## src/rtl/vga_seq_pkg.sv

```systemverilog
// Shared types and default bus widths for the VGA plot sequencer.
package vga_seq_pkg;
  localparam int DEF_X_W = 8;
  localparam int DEF_Y_W = 7;
  localparam int DEF_C_W = 3;

  typedef enum logic [2:0] {S_IDLE, S_LAUNCH, S_GUARD, S_RUN, S_HOLD} state_t;
  typedef enum logic {HOLD_LAST, LOOP} mode_t;
endpackage

```

## src/rtl/vga_plot_sequencer_if.sv

```systemverilog
// Client handshake lines plus the muxed bus towards the vga_adapter.
interface vga_plot_sequencer_if import vga_seq_pkg::*; #(
  parameter int NUM_CLIENTS = 2,
  parameter int X_W = DEF_X_W,
  parameter int Y_W = DEF_Y_W,
  parameter int C_W = DEF_C_W
);
  logic [NUM_CLIENTS-1:0]     cl_start;
  logic [NUM_CLIENTS-1:0]     cl_waitrequest;
  logic [NUM_CLIENTS-1:0]     cl_plot;
  logic [NUM_CLIENTS*X_W-1:0] cl_x;
  logic [NUM_CLIENTS*Y_W-1:0] cl_y;
  logic [NUM_CLIENTS*C_W-1:0] cl_colour;
  logic                       vga_plot;
  logic [X_W-1:0]             vga_x;
  logic [Y_W-1:0]             vga_y;
  logic [C_W-1:0]             vga_colour;

  modport master (
    output cl_start, vga_plot, vga_x, vga_y, vga_colour,
    input  cl_waitrequest, cl_plot, cl_x, cl_y, cl_colour
  );
  modport slave (
    input  cl_start, vga_plot, vga_x, vga_y, vga_colour,
    output cl_waitrequest, cl_plot, cl_x, cl_y, cl_colour
  );
endinterface

```

## src/rtl/vga_bus_mux.sv

```systemverilog
// Indexed select of one client's plot/x/y/colour; all zero when not enabled.
module vga_bus_mux import vga_seq_pkg::*; #(
  parameter int NUM_CLIENTS = 2,
  parameter int X_W = DEF_X_W,
  parameter int Y_W = DEF_Y_W,
  parameter int C_W = DEF_C_W
) (
  input  logic                       en,
  input  logic [2:0]                 sel,
  input  logic [NUM_CLIENTS-1:0]     cl_plot,
  input  logic [NUM_CLIENTS*X_W-1:0] cl_x,
  input  logic [NUM_CLIENTS*Y_W-1:0] cl_y,
  input  logic [NUM_CLIENTS*C_W-1:0] cl_colour,
  output logic                       vga_plot,
  output logic [X_W-1:0]             vga_x,
  output logic [Y_W-1:0]             vga_y,
  output logic [C_W-1:0]             vga_colour
);
  always_comb begin
    vga_plot   = 1'b0;
    vga_x      = '0;
    vga_y      = '0;
    vga_colour = '0;
    for (int i = 0; i < NUM_CLIENTS; i++) begin
      if (en && sel == 3'(i)) begin
        vga_plot   = cl_plot[i];
        vga_x      = cl_x[i*X_W +: X_W];
        vga_y      = cl_y[i*Y_W +: Y_W];
        vga_colour = cl_colour[i*C_W +: C_W];
      end
    end
  end
endmodule

```

## src/rtl/vga_plot_sequencer.sv

```systemverilog
// Hands the VGA bus to drawing clients one after another (start/waitrequest handshake).
module vga_plot_sequencer import vga_seq_pkg::*; #(
  parameter int    NUM_CLIENTS = 2,
  parameter mode_t MODE        = HOLD_LAST,
  parameter int    X_W         = DEF_X_W,
  parameter int    Y_W         = DEF_Y_W,
  parameter int    C_W         = DEF_C_W
) (
  input  logic        clk,
  input  logic        rst,
  input  logic        go,
  input  logic        restart,
  vga_plot_sequencer_if.master bus,
  output logic [2:0]  active_client,
  output logic        busy,
  output logic [15:0] plot_count
);
  localparam logic [2:0] LAST = 3'(NUM_CLIENTS - 1);

  state_t     state, state_n;
  logic [2:0] idx, idx_n;
  logic       wr_sel;
  logic       bus_en;

  always_ff @(posedge clk or posedge rst) begin
    if (rst) begin
      state      <= S_IDLE;
      idx        <= '0;
      plot_count <= '0;
    end else begin
      state <= state_n;
      idx   <= idx_n;
      // Clearing on LAUNCH entry wins over a plot on the last RUN cycle.
      if (restart || (state_n == S_LAUNCH && state != S_LAUNCH))
        plot_count <= '0;
      else if (bus.vga_plot && plot_count != 16'hFFFF)
        plot_count <= plot_count + 16'd1;
    end
  end

  always_comb begin
    wr_sel = 1'b1;
    for (int i = 0; i < NUM_CLIENTS; i++)
      if (idx == 3'(i)) wr_sel = bus.cl_waitrequest[i];

    state_n = state;
    idx_n   = idx;
    if (restart) begin
      state_n = S_IDLE;
      idx_n   = '0;
    end else begin
      case (state)
        S_IDLE:   if (go) begin state_n = S_LAUNCH; idx_n = '0; end
        S_LAUNCH: if (!wr_sel) state_n = S_GUARD;
        S_GUARD:  state_n = (MODE == HOLD_LAST && idx == LAST) ? S_HOLD : S_RUN;
        S_RUN: begin
          if (!wr_sel) begin
            if (idx != LAST) begin
              idx_n   = idx + 3'd1;
              state_n = S_LAUNCH;
            end else if (MODE == LOOP) begin
              idx_n   = '0;
              state_n = S_LAUNCH;
            end
          end
        end
        S_HOLD:   state_n = S_HOLD;
        default:  state_n = S_IDLE;
      endcase
    end
  end

  always_comb begin
    busy          = (state != S_IDLE);
    bus_en        = (state == S_GUARD) || (state == S_RUN) || (state == S_HOLD);
    active_client = idx;
    for (int i = 0; i < NUM_CLIENTS; i++)
      bus.cl_start[i] = (state == S_LAUNCH) && (idx == 3'(i));
  end

  vga_bus_mux #(
    .NUM_CLIENTS(NUM_CLIENTS), .X_W(X_W), .Y_W(Y_W), .C_W(C_W)
  ) u_mux (
    .en         (bus_en),
    .sel        (idx),
    .cl_plot    (bus.cl_plot),
    .cl_x       (bus.cl_x),
    .cl_y       (bus.cl_y),
    .cl_colour  (bus.cl_colour),
    .vga_plot   (bus.vga_plot),
    .vga_x      (bus.vga_x),
    .vga_y      (bus.vga_y),
    .vga_colour (bus.vga_colour)
  );
endmodule

```

## src/flat_wrapper.sv

```systemverilog
// flat-port wrapper written by rule: the top's interface ports become plain ports
module vga_plot_sequencer_flat import vga_seq_pkg::*;
#(
  parameter int    NUM_CLIENTS = 2,
  parameter mode_t MODE        = HOLD_LAST,
  parameter int    X_W         = DEF_X_W,
  parameter int    Y_W         = DEF_Y_W,
  parameter int    C_W         = DEF_C_W
)
  (clk, rst, go, restart, active_client, busy, plot_count, bus_cl_start, bus_vga_plot, bus_vga_x, bus_vga_y, bus_vga_colour, bus_cl_waitrequest, bus_cl_plot, bus_cl_x, bus_cl_y, bus_cl_colour);
  vga_plot_sequencer_if #(.NUM_CLIENTS(NUM_CLIENTS), .X_W(X_W), .Y_W(Y_W), .C_W(C_W)) bus_i ();
  input  logic clk;
  input  logic rst;
  input  logic go;
  input  logic restart;
  output logic [2:0] active_client;
  output logic busy;
  output logic [15:0] plot_count;
  output wire logic [$bits(bus_i.cl_start)-1:0] bus_cl_start;
  output wire logic [$bits(bus_i.vga_plot)-1:0] bus_vga_plot;
  output wire logic [$bits(bus_i.vga_x)-1:0] bus_vga_x;
  output wire logic [$bits(bus_i.vga_y)-1:0] bus_vga_y;
  output wire logic [$bits(bus_i.vga_colour)-1:0] bus_vga_colour;
  input wire logic [$bits(bus_i.cl_waitrequest)-1:0] bus_cl_waitrequest;
  input wire logic [$bits(bus_i.cl_plot)-1:0] bus_cl_plot;
  input wire logic [$bits(bus_i.cl_x)-1:0] bus_cl_x;
  input wire logic [$bits(bus_i.cl_y)-1:0] bus_cl_y;
  input wire logic [$bits(bus_i.cl_colour)-1:0] bus_cl_colour;
  assign bus_cl_start = bus_i.cl_start;
  assign bus_vga_plot = bus_i.vga_plot;
  assign bus_vga_x = bus_i.vga_x;
  assign bus_vga_y = bus_i.vga_y;
  assign bus_vga_colour = bus_i.vga_colour;
  assign bus_i.cl_waitrequest = bus_cl_waitrequest;
  assign bus_i.cl_plot = bus_cl_plot;
  assign bus_i.cl_x = bus_cl_x;
  assign bus_i.cl_y = bus_cl_y;
  assign bus_i.cl_colour = bus_cl_colour;
  vga_plot_sequencer #(.NUM_CLIENTS(NUM_CLIENTS), .MODE(MODE), .X_W(X_W), .Y_W(Y_W), .C_W(C_W)) u_core (.clk(clk), .rst(rst), .go(go), .restart(restart), .bus(bus_i), .active_client(active_client), .busy(busy), .plot_count(plot_count));
endmodule
```

## config.mk

```make
export PLATFORM = sky130hd
export DESIGN_NAME = vga_plot_sequencer_flat
export DESIGN_NICKNAME = d
export VERILOG_FILES = /design/src/rtl/vga_seq_pkg.sv /design/src/rtl/vga_plot_sequencer_if.sv /design/src/rtl/vga_bus_mux.sv /design/src/rtl/vga_plot_sequencer.sv /design/src/flat_wrapper.sv
export SDC_FILE = /design/constraint.sdc
export NUM_CORES = 1
export LEC_CHECK = 0
export CAP_MARGIN = 25
export CORE_UTILIZATION = 39
export CTS_CLUSTER_DIAMETER = 200
export DETAILED_ROUTE_END_ITERATION = 16
export MAX_ROUTING_LAYER = met4
export PLACE_DENSITY = 0.91
export SLEW_MARGIN = 20
export SYNTH_ARGS = -nofsm -noshare
export SYNTH_HDL_FRONTEND = slang
export SYNTH_SLANG_ARGS = --single-unit
```

## constraint.sdc

```tcl
create_clock -name clk -period 2.7 [get_ports clk]
set_clock_uncertainty 0.05 [all_clocks]
set_input_delay 0.405 -clock clk [delete_from_list [all_inputs] [get_ports clk]]
set_output_delay 0.405 -clock clk [all_outputs]
set_load 0.01 [all_outputs]
```

==> results.py <==
metrics = {
    "outcome": {
        "status": "finished clean",
    },
    "synthesis": {
        "synth_edf_count": 0,
        "ys_seq_area_frac": 0.3601,
        "synth_most_common_cell": "dfrtp_1",
        "synthTopCellsByCount": "dfrtp_1, nor2_1, a22o_1",
        "async_flop_share": 1.000,
        "synth_compound_area_frac": 0.1841,
        "yosys_most_used_dff": "dfrtp_1",
        "synth.net_count": 217,
        "synth.avg_cell_area_um2": 9.047,
        "yosys-mux-area-fraction": 0.01309,
        "synth_top_area_cell": "dfrtp_1",
        "synth-adder-area-share": 0.03273,
        "yosys_warnings": 0,
        "yosys.area_share.simple": 0.2782,
        "synth_top_area_frac": 0.3601,
        "netlist_area_mm2": 0.001529,
        "netlist_instances": 169,
        "yosys_register_bits": 22,
        "synth.distinct_cells": 41,
        "synth_top_family_by_area": "simple AND/OR/NAND/NOR gates",
        "yosys-top-cells-area": "dfrtp_1, a22o_1, xnor2_1",
        "synth-xor-area-share": 0.06874,
    },
    "clock_network": {
        "clkTransAtPathRegs_ps": 80,
        "cts_tree": "built",
        "ctsLongestPathBuffers": 2,
        "ctsHoldBuffers": 0,
        "clock_latency_ps": 270,
        "cts.sinks": 22,
        "cts_root_buf": "clkbuf_8",
        "numCtsBuffers": 3,
        "htree_levels": 1,
    },
    "worst_setup_path": {
        "cp.required_ps": 2250,
        "critPathLaunch": "u_core.state[1]",
        "cp_cell_sequence": "nor3b_2, nor2_2, nor3_4, buf_12, a22o_1, clkdlybuf4s50_1",
        "r2r_setup_slack_ps": 290,
        "critPathKind": "flop to output port",
        "endpoint_kind": "output port",
        "r2r-end": "u_core.active_client[1]",
        "cp-start-kind": "flop",
        "path_buf_inv": 2,
        "cp_num_cells": 6,
        "slowest_delay_ps": 530,
        "critPathArrivalTime_ps": 2150,
        "worstPathMaxFanout": 18,
        "cpMaxStageDelayCell": "clkdlybuf4s50_1",
        "r2r-start": "u_core.active_client[0]",
        "r2r.worst_path.cells": 7,
        "cp-endpoint": "bus_vga_y[2]",
        "crit_family": "buffers and inverters",
    },
    "power_and_ir_drop": {
        "peakVddDrop_uv": 260.3,
        "cellLeakagePower_nw": 1.161,
        "powerDensity_mw_per_mm2": 302.3,
    },
    "placed_design": {
        "io_buffers": 84,
        "dp_hpwl_um": 3370,
        "globalplace.congestion": 0.8230,
        "placed_cells": 299,
    },
    "sta": {
        "tightest_slew_ps": 791.8,
        "slew-limit-headroom": 0.4716,
        "fin_tns_setup_ps": 0,
        "slew_viol_final": 0,
        "setup-violations-final": 0,
        "fin_crit_sh": 0.9659,
        "max_freq_ghz": 0.3834,
        "final-hold-violation-count": 0,
        "fin_crit_ps": 2608,
    },
    "grt": {
        "grt_pass1_vias": 1616,
        "grt_max_degree": 23,
        "grt_pass1_wl_um": 7120,
        "antenna_found_initial": 0,
        "track_usage": 0.2240,
        "overflow": 0,
    },
    "die": {
        "die_h_um": 64.62,
        "ios": 85,
        "core_area_mm2": 0.003716,
        "start_util": 0.4114,
        "die_x_um": 64.62,
        "dieArea_mm2": 0.004175,
        "rows": 22,
    },
    "run": {
        "cap_violations": 0,
    },
    "drt": {
        "wl_um": 4613,
        "vias_per_cell": 5.497,
        "ant_nets": 0,
        "dr.pass1.iters": 4,
        "wl_per_cell_um": 15.17,
        "drt_iter0_markers": 86,
        "drcViolationCount": 0,
        "via_count": 1671,
    },
    "worst_hold_path": {
        "hp-class": "flop to flop",
    },
    "cells_and_area": {
        "regArea_um2": 553.0,
        "final_layout_size_suffix_gt1_frac": 0.1016,
        "syn2layout_area_growth_pct": 67.27,
        "insertedDiodeCount": 0,
        "fin_nets": 305,
        "stdcell_count": 304,
        "multi_input_area_um2": 912.1,
        "n_fill_cell": 291,
    },
}
-- state kept, by name, summed over array words and instances (netlist names) --
register and cells:
u_core.plot_count 16, u_core.active_client 3, u_core.state 3
-- metal layers --
layer  share of wire  global-route usage  routed length (um)
met1            0.39              0.2429                1791
met2            0.51              0.4026                2348
met3           0.070             0.03169                 321
met4           0.033              0.1028                 151
met5               0                   -                   0
-- layout by cell type, fill, tap and decap left out, types with 3 or more instances in the layout --
master	count
xnor2_1	12
a21oi_1	6
dfrtp_1	20
clkdlybuf4s50_1	72
nor2_1	18
ha_1	3
buf_4	4
nor3_1	9
a22o_1	18
clkbuf_8	4
nor4_1	11
nand3_1	8
nor2b_1	4
nand2_1	6
inv_1	7
dlymetal6s2s_1	12
-- logic make-up after synthesis --
logic type	after synthesis
AND/OR/NAND/NOR	76
buffers and inverters	17
adder cells (fa/ha/maj)	4
multiplexers	2
flip-flops	22
XOR/XNOR	12
AO/OA/AOI/OAI	36
-- report_power, final --
group | total (mW) | switching (mW) | leakage, nW | internal (mW)
Sequential | 0.338 | 0.00507 | 0.302 | 0.333
Clock | 0.242 | 0.112 | 0.0288 | 0.130
Combinational | 0.194 | 0.0772 | 0.830 | 0.116
-- what timing repair did --
action                                  CTS  global route
gates resized for setup                   3            24
setup buffers                             0             0
endpoints found under the setup margin   18            19
gates cloned                              0             1
pin swaps                                 0             2
endpoints found under the hold margin     0             0
-- layout make-up --
| type | instances | share of cell area |
|---|---|---|
| Sequential cell | 22 | 0.2162 |
| Clock buffer | 4 | 0.02153 |
| Tap cell | 48 | 0.02348 |
| Inverter | 9 | 0.01321 |
| Timing Repair Buffer | 91 | 0.3689 |
| Multi-Input combinational cell | 130 | 0.3567 |
-- worst min path at each step --
stage,start,to,slack [ps],depth (start not counted)
final,u_core.state[2],u_core.state[0],520,1
after global routing,u_core.plot_count[9],u_core.plot_count[9],560,2
after CTS,u_core.state[2],u_core.state[0],520,1
after detailed placement,u_core.plot_count[9],u_core.plot_count[9],510,2
after global placement,u_core.plot_count[12],u_core.plot_count[12],510,2
after floorplan,rst,u_core.active_client[0],340,1
-- through the flow --
step	worst slack (ps)	hold WS (ps)	instance area, um2	utilization	power, mW
after global placement	251.0	512.0	2425	0.6525	0.5305
after detailed placement	230.4	511.4	2425	0.6525	0.5350
after floorplan	368.4	344.2	1529	-	0.4250
after global routing	-16.12	555.6	2557	0.6882	0.8021
after CTS	1.907	521.7	2490	0.6700	0.7727
final	92.06	519.8	2557	0.6882	0.7732
(Power assumes the default switching activity.)
